## config.mk

```make
export PLATFORM = sky130hd
export DESIGN_NAME = posit_banked_regfile
export DESIGN_NICKNAME = d
export VERILOG_FILES = /design/src/rtl/posit_banked_regfile.sv
export SDC_FILE = /design/constraint.sdc
export NUM_CORES = 1
export LEC_CHECK = 0
export BUFFER_PORTS_ARGS = -buffer_cell sky130_fd_sc_hd__buf_2
export CORE_MARGIN = 1
export CORE_UTILIZATION = 56
export DETAILED_ROUTE_END_ITERATION = 8
export GPL_TIMING_DRIVEN = 1
export PLACE_DENSITY = 0.75
export SYNTH_ARGS = -nofsm -noshare
export SYNTH_HDL_FRONTEND = slang
export SYNTH_SLANG_ARGS = --single-unit
```

## constraint.sdc

```tcl
create_clock -name clock -period 2.9 [get_ports clock]
set_input_delay 0.29 -clock clock [delete_from_list [all_inputs] [get_ports clock]]
set_output_delay 0.29 -clock clock [all_outputs]
set_load 0.02 [all_outputs]
```

## src/rtl/posit_banked_regfile.sv

```systemverilog
// Banked register file with per-entry valid bits and a sequential bank-clear sweep.
// Optional same-cycle write forwarding: define POSIT_RF_BYPASS_EN.
module posit_banked_regfile #(
    parameter int DATA_W        = 16,
    parameter int REGS_PER_BANK = 4,
    parameter int BANKS         = 4,
    localparam int AW = $clog2(REGS_PER_BANK),
    localparam int BW = (BANKS > 1) ? $clog2(BANKS) : 1
) (
    input  logic              clock,
    input  logic              reset,
    input  logic [BW-1:0]     bank,
    input  logic [AW-1:0]     ra1,
    input  logic [AW-1:0]     ra2,
    input  logic [AW-1:0]     wa,
    input  logic [DATA_W-1:0] wd,
    input  logic              we,
    input  logic              clr_req,
    output logic [DATA_W-1:0] rd1,
    output logic [DATA_W-1:0] rd2,
    output logic              rv1,
    output logic              rv2,
    output logic              busy,
    output logic              wr_drop
);

    localparam int DEPTH = BANKS * REGS_PER_BANK;
    localparam int IW    = $clog2(DEPTH);

    typedef enum logic {IDLE, CLEAR} state_t;

    state_t            state_q, state_d;
    logic [BW-1:0]     clr_bank_q, clr_bank_d;
    logic [AW-1:0]     clr_idx_q, clr_idx_d;
    logic              wr_drop_q, wr_drop_d;
    logic [DATA_W-1:0] mem_q [DEPTH];
    logic [DEPTH-1:0]  val_q;

    logic              wr_en, sweep;
    logic [IW-1:0]     ri1, ri2, wi, si;

    function automatic logic [IW-1:0] phys(input logic [BW-1:0] b,
                                           input logic [AW-1:0] a);
        logic [IW-1:0] bi;
        bi = (BANKS > 1) ? IW'(b) : '0;
        return bi * IW'(REGS_PER_BANK) + IW'(a);
    endfunction

    assign busy    = (state_q == CLEAR);
    assign wr_en   = we && !busy;
    assign wr_drop = wr_drop_q;
    assign ri1     = phys(bank, ra1);
    assign ri2     = phys(bank, ra2);
    assign wi      = phys(bank, wa);
    assign si      = phys(clr_bank_q, clr_idx_q);

    always_comb begin
        state_d    = state_q;
        clr_bank_d = clr_bank_q;
        clr_idx_d  = clr_idx_q;
        wr_drop_d  = we && busy;
        sweep      = 1'b0;
        unique case (state_q)
            IDLE: begin
                if (clr_req) begin
                    state_d    = CLEAR;
                    clr_bank_d = bank;
                    clr_idx_d  = '0;
                end
            end
            CLEAR: begin
                sweep     = 1'b1;
                clr_idx_d = clr_idx_q + 1'b1;
                if (clr_idx_q == AW'(REGS_PER_BANK - 1)) begin
                    state_d   = IDLE;
                    clr_idx_d = '0;
                end
            end
            default: state_d = IDLE;
        endcase
    end

    always_ff @(posedge clock) begin
        if (reset) begin
            state_q    <= IDLE;
            clr_bank_q <= '0;
            clr_idx_q  <= '0;
            wr_drop_q  <= 1'b0;
            val_q      <= '0;
            for (int i = 0; i < DEPTH; i++) begin
                mem_q[i] <= '0;
            end
        end else begin
            state_q    <= state_d;
            clr_bank_q <= clr_bank_d;
            clr_idx_q  <= clr_idx_d;
            wr_drop_q  <= wr_drop_d;
            // Writes only happen in IDLE and sweeps only in CLEAR: no overlap
            if (wr_en) begin
                mem_q[wi] <= wd;
                val_q[wi] <= 1'b1;
            end
            if (sweep) begin
                mem_q[si] <= '0;
                val_q[si] <= 1'b0;
            end
        end
    end

    always_comb begin
        rd1 = mem_q[ri1];
        rv1 = val_q[ri1];
        rd2 = mem_q[ri2];
        rv2 = val_q[ri2];
`ifdef POSIT_RF_BYPASS_EN
        if (wr_en && (wa == ra1)) begin
            rd1 = wd;
            rv1 = 1'b1;
        end
        if (wr_en && (wa == ra2)) begin
            rd2 = wd;
            rv2 = 1'b1;
        end
`else
`endif
    end

endmodule
```

==> results of run 1 <==
==> logic make-up (layout without fill, tap and decap cells) <==
group	count (synthesis)	in the layout	share of synthesized area
AND/OR/NAND/NOR	354	354	0.124
flip-flops	278	278	0.549
multiplexers	141	141	0.213
buffers and inverters	127	195	0.0491
AO/OA/AOI/OAI	124	124	0.0621
adder cells (fa/ha/maj)	4	4	0.00338
==> cell type report <==
cell class,instances,area share
Clock inverter,19,0.0112
Tap cell,335,0.0251
Clock buffer,34,0.0445
Multi-Input combinational cell,623,0.372
Sequential cell,278,0.486
Inverter,5,0.00112
Timing Repair Buffer,137,0.0598
==> final timing paths <==
check,startpoint,endpoint,slack (ps)
max,busy$_SDFF_PP0_,mem_q[15][8]$_SDFFCE_PN0P_,350
min,we,wr_drop$_SDFF_PP0_,90
max reg2reg,busy$_SDFF_PP0_,mem_q[15][8]$_SDFFCE_PN0P_,350
min reg2reg,val_q[8]$_SDFF_PP0_,val_q[8]$_SDFF_PP0_,540
==> per-layer routing <==
metal	vias up	track usage	share of wire
li1	4349	-	-
met4	0	0.110	0.039
met2	751	0.515	0.48
met5	-	0	0
met3	149	0.0585	0.12
met1	5188	0.433	0.36
==> through the flow <==
stage,worst slack [ps],area (µm²)
finish,348,16700
global route,244,16700
CTS,369,16700
detailed placement,391,15800
global placement,436,15800
floorplan,-41.2,14900
==> synth_stat cells (4+ instances only) <==
cell | n | area [µm²]
a211oi_1 | 11 | 82.6
a21oi_1 | 14 | 70.1
a22oi_1 | 68 | 510
a311oi_1 | 5 | 43.8
a31oi_1 | 5 | 31.3
buf_12 | 6 | 120
buf_2 | 44 | 220
buf_4 | 14 | 105
buf_6 | 6 | 67.6
clkbuf_1 | 51 | 191
dfxtp_1 | 22 | 440
edfxtp_1 | 256 | 7690
ha_1 | 4 | 50.1
inv_1 | 4 | 15.0
mux2i_1 | 4 | 40.0
mux4_1 | 7 | 184
mux4_2 | 123 | 2770
mux4_4 | 6 | 150
nand2_1 | 35 | 131
nand3_1 | 16 | 80.1
nand3b_1 | 17 | 128
nor2_1 | 9 | 33.8
nor2b_1 | 4 | 25.0
nor3_1 | 256 | 1280
o31ai_1 | 16 | 120
==> sequential cells by signal, summed over array words and instances (netlist names) <==
| name | count |
|---|---|
| mem_q | 256 |
| val_q | 16 |
| clr_bank_q | 2 |
| clr_idx_q | 2 |
| busy | 1 |
| wr_drop | 1 |
==> power breakdown <==
part           leakage [µW]  switching [µW]  internal (µW)
combinational       0.00227             893            523
clock              0.000456            1520           2170
sequential          0.00282            97.6           4550
total               0.00554            2510           7240
==> cell usage in the layout (no fill, tap or decap), drive strengths merged, types with 6 or more instances in the layout <==
master	n
nand3b	17
clkbuf	34
edfxtp	256
nor3	256
buf	137
a22oi	68
nand3	16
mux4	136
dfxtp	22
nor2	10
nand2	35
a211oi	11
clkinv	15
a31oi	6
o31ai	16
a21oi	16
==> flow_metrics.env, run 1 <==
export IMPL_synth_cell_types=42
export IMPL_leakage_uw=0.00554
export IMPL_cts_made_buffers=29
export IMPL_status="completed"
export IMPL_drt_first_iter_violations=1441
export IMPL_diodes=0
export IMPL_grt_usage=0.317
export IMPL_layout_nets=1106
export IMPL_ys_warn_count=0
export IMPL_finClkSkew_ps=7.05
export IMPL_fillers=1872
export IMPL_first_pass_iters=7
export IMPL_hold_ws_ps=87.3
export IMPL_grt_pass1_wl_um=62800
export IMPL_relSlewSlack=0.244
export IMPL_wire_per_inst_um=29.1
export IMPL_async_flop_share=0
export IMPL_hold_depth=2
export IMPL_via_count=10437
export IMPL_dp_cells=1378
export IMPL_synth_edf_count=256
export IMPL_power_density_mw_per_mm2=583
export IMPL_fin_cells=1431
export IMPL_grt_max_degree=101
export IMPL_die_x_um=165
export IMPL_utilization=0.644
export IMPL_hold_class="in2reg"
export IMPL_clock_path_buffers=3
export IMPL_crit_chain="nand2b_4 > buf_4 > mux2i_2 > o31ai_4 > buf_12"
export IMPL_critPathRequiredTime_ps=3160
export IMPL_hold_buffers=0
export IMPL_area_growth_pct=12.9
export IMPL_core_mm2=0.0260
export IMPL_overflow=0
export IMPL_drv_slew=0
export IMPL_worstSetupPathDepth=5
export IMPL_setup_viol=0
export IMPL_ant_nets=0
export IMPL_htree_levels=1
export IMPL_drive_gt1_frac=0.308
export IMPL_vias_per_cell=7.29
export IMPL_cts_tree="built"
export IMPL_timing_hold_violations_final=0
export IMPL_critPathTopFamily="compound AO/OA/AOI/OAI gates"
export IMPL_drc=0
export IMPL_synth_top_flop_cell="edfxtp_1"
export IMPL_finalPower_uw=9750
export IMPL_clk_latency_ps=550
export IMPL_start_util=0.570
export IMPL_syn_area_mm2=0.0148
export IMPL_drt_wl_total_um=41600
export IMPL_die_y_um=165
export IMPL_gp_congestion=0.862
export IMPL_cp_slowest_stage_delay_ps=700
export IMPL_netlist_instances=1028
export IMPL_cap_viol_max_count=0
export IMPL_cp_end_kind="flop"
export IMPL_cts_sinks=278
export IMPL_critPathBufInv=2
export IMPL_synth_nets=1060
export IMPL_hpwlAfterDp_um=26200
export IMPL_ys_ff_latch=278
export IMPL_setup_tns_ps=0
export IMPL_rows=59
export IMPL_r2r_cells=5
export IMPL_regArea_mm2=0.00813
export IMPL_fin_crit_ps=2550
export IMPL_syn_area_per_cell_um2=14.4
export IMPL_root_buffer="clkbuf_16"
export IMPL_ir_drop_mv=0.584
export IMPL_port_buffer_count=63
export IMPL_cp_max_fo=21
export IMPL_finalCritPeriodShare=0.880
export IMPL_clk_pin_slew_ps=60
export IMPL_first_global_vias=10568
export IMPL_cpMaxStageDelayCell="o31ai_4"
export IMPL_rsz0062_at_grt="false"
export IMPL_cp_start_kind="flop"
export IMPL_antenna_found_initial=0
export IMPL_worst_slew_pin_slew_ps=1130
export IMPL_multi_input_area_mm2=0.00623
export IMPL_clock_fmax_ghz=0.392
export IMPL_arrival_ps=2810
export IMPL_postCtsResizedCells=0
export IMPL_worstSetupPathType="reg2reg"
export IMPL_cts_setup_buffers=0
export IMPL_dieArea_mm2=0.0271
export IMPL_synth_seq_area_share=0.549
export IMPL_io_pin_count=64
Note: power is estimated with default switching activity, not from simulation.
==> run 2, diff against run 1 <==
--- a/config.mk
+++ b/config.mk
@@ -5,12 +5,14 @@
 export SDC_FILE = /design/constraint.sdc
 export NUM_CORES = 1
 export LEC_CHECK = 0
+export ABC_AREA = 1
 export BUFFER_PORTS_ARGS = -buffer_cell sky130_fd_sc_hd__buf_2
 export CORE_MARGIN = 1
-export CORE_UTILIZATION = 56
+export CORE_UTILIZATION = 30
+export CTS_BUF_LIST = sky130_fd_sc_hd__clkbuf_8
 export DETAILED_ROUTE_END_ITERATION = 8
 export GPL_TIMING_DRIVEN = 1
-export PLACE_DENSITY = 0.75
+export PLACE_DENSITY = 0.45
 export SYNTH_ARGS = -nofsm -noshare
 export SYNTH_HDL_FRONTEND = slang
 export SYNTH_SLANG_ARGS = --single-unit
==> flow_metrics.env, run 2 <==
export IMPL_cp_slowest_stage_delay_ps=620
export IMPL_relSlewSlack=0.385
export IMPL_worst_slew_pin_slew_ps=916
export IMPL_layout_nets=2465
export IMPL_ys_top_cells_by_area="edfxtp_1, nand2_1, nand3_1"
export IMPL_diodes=0
export IMPL_final_common_cell="nand2_1"
export IMPL_synth_most_common_cell="nand2_1"
export IMPL_synth_seq_area_share=0.477
export IMPL_clock_fmax_ghz=0.407
export IMPL_via_count=15591
export IMPL_ant_nets=0
export IMPL_dieArea_mm2=0.0577
export IMPL_root_buffer="clkbuf_8"
export IMPL_top_regs="mem_q: 256 flops, val_q: 16 flops"
export IMPL_leakage_uw=0.00978
export IMPL_cpMaxStageDelayCell="dfxtp_1"
export IMPL_cap_viol_max_count=0
export IMPL_ys_ff_latch=278
export IMPL_layout_common_cells="nand2_1, inv_1, nand3_1, nor2_1, edfxtp_1"
export IMPL_die_y_um=240
export IMPL_cts_setup_buffers=0
export IMPL_timing_hold_violations_final=0
export IMPL_cts_tree="built"
export IMPL_finalPower_uw=10100
export IMPL_worstSetupPathType="reg2reg"
export IMPL_syn_area_mm2=0.0170
export IMPL_setup_tns_ps=0
export IMPL_final_area_mm2=0.0193
export IMPL_arrival_ps=2770
export IMPL_hold_class="in2reg"
export IMPL_synth_cell_types=27
export IMPL_status="completed"
export IMPL_rows=86
export IMPL_dpl_cell_area_mm2=0.0182
export IMPL_largest_reg_flops=256
export IMPL_critPathRequiredTime_ps=3210
export IMPL_cts_made_buffers=54
export IMPL_clk_pin_slew_ps=60
export IMPL_ir_drop_mv=0.279
export IMPL_netlist_instances=2386
export IMPL_yosysTopAreaCellShare=0.452
export IMPL_finClkSkew_ps=30.7
export IMPL_area_growth_pct=13.4
export IMPL_synth_nets=2418
export IMPL_hpwlAfterDp_um=41100
export IMPL_drive_gt1_frac=0.100
export IMPL_cp_max_fo=17
export IMPL_clk_latency_ps=660
export IMPL_die_x_um=240
export IMPL_rsz0062_at_grt="false"
export IMPL_grt_max_degree=73
export IMPL_antenna_found_initial=3
export IMPL_drt_first_iter_violations=1354
export IMPL_crit_path_frequent_cell="nand2_4"
export IMPL_clock_path_buffers=3
export IMPL_port_buffer_count=63
export IMPL_fillers=5986
export IMPL_synth_top_flop_cell="edfxtp_1"
export IMPL_critPathBufInv=1
export IMPL_top_register="mem_q"
export IMPL_core_mm2=0.0556
export IMPL_grt_usage=0.220
export IMPL_cts_sinks=278
export IMPL_first_global_vias=15012
export IMPL_critPathTopFamily="simple AND/OR/NAND/NOR gates"
export IMPL_grt_pass1_wl_um=93700
export IMPL_io_pin_count=64
export IMPL_cp_start_kind="flop"
export IMPL_ys_warn_count=0
export IMPL_synthTopCellsByCount="nand2_1, inv_1, nand3_1"
export IMPL_synth_largest_area_cell="edfxtp_1"
export IMPL_fin_crit_ps=2460
export IMPL_syn_area_per_cell_um2=7.13
export IMPL_drt_wl_total_um=62900
export IMPL_gp_congestion=0.854
export IMPL_first_pass_iters=7
export IMPL_setup_viol=0
export IMPL_htree_levels=2
export IMPL_overflow=0
export IMPL_drv_slew=0
export IMPL_cp_end_kind="flop"
export IMPL_vias_per_cell=4.83
export IMPL_drc=0
export IMPL_power_density_mw_per_mm2=523
export IMPL_finalCritPeriodShare=0.847
export IMPL_wire_per_inst_um=19.5
export IMPL_async_flop_share=0
export IMPL_start_util=0.306
export IMPL_crit_chain="nand2_4 > o21ai_2 > nand3_2 > nor2_8 > nand2_4 > nand2_1 > buf_4"
export IMPL_synth_edf_count=256
[run 2: cell types whose count changed after synthesis, sizes merged, moves of 25 or more]
cell,change
nor2,+277
nor3,-255
nand2,+955
o21ai,+25
clkbuf,+40
inv,+355
nand3,+268
mux4,-136
a22oi,-67
[run 2: layout make-up]
type	count	area [µm²]	share of cell area
timing repair buffer	130	1010	0.0525
sequential	278	8130	0.421
inverter	360	1360	0.0703
clock buffer	55	757	0.0392
multi-input combinational	1609	6870	0.356
tap	748	936	0.0485
clock inverter	47	239	0.0124
[run 2: what timing repair did]
action,4_1_cts,5_1_grt
hold buffers,6,0
endpoints found under the hold margin,7,0
gates resized for setup,0,0
[run 2: path summary, 6_finish.rpt]
check	startpoint	endpoint	slack [ps]	depth (start not counted)
max	busy$_SDFF_PP0_	mem_q[2][15]$_SDFFCE_PN0P_	440	7
min	bank[1]	clr_bank_q[1]$_SDFFE_PP0P_	80	3
max reg2reg	busy$_SDFF_PP0_	mem_q[2][15]$_SDFFCE_PN0P_	440	7
min reg2reg	val_q[7]$_SDFF_PP0_	val_q[7]$_SDFF_PP0_	470	1
[run 2: cell families after synthesis]
kind of cell / after synthesis / share of synthesized area
buffers and inverters: 499 / 0.120
AO/OA/AOI/OAI: 43 / 0.0170
AND/OR/NAND/NOR: 1562 / 0.383
adder cells (fa/ha/maj): 4 / 0.00294
flip-flops: 278 / 0.477
[run 2: worst min-delay path, cell delays in order]
cell	delay, ps
buf_2	150
o21ai_0	170
a21oi_1	40
[run 2: layer usage]
metal	share of wire	wire, µm	vias up	global-route usage
li1	-	-	7411	-
met1	0.45	28100	7475	0.299
met2	0.45	28400	587	0.347
met3	0.075	4690	112	0.0465
met4	0.027	1680	6	0.0708
met5	0.00054	34	-	0
[run 2: where the power goes]
part           internal (µW)  switching [µW]
Combinational            467            1320
Clock                   1870            1820
Sequential              4560            60.7
[run 2: per-stage QoR]
stage / util / worst slack [ps] / hold slack, ps / std cells
after CTS: 0.347 / 434 / 42.9 / 3227
after global placement: 0.328 / 487 / 456 / 3119
final: 0.347 / 445 / 78.3 / 3227
after floorplan: - / 692 / 362 / 2386
after detailed placement: 0.328 / 475 / 458 / 3119
after global routing: 0.347 / 275 / 75.7 / 3227
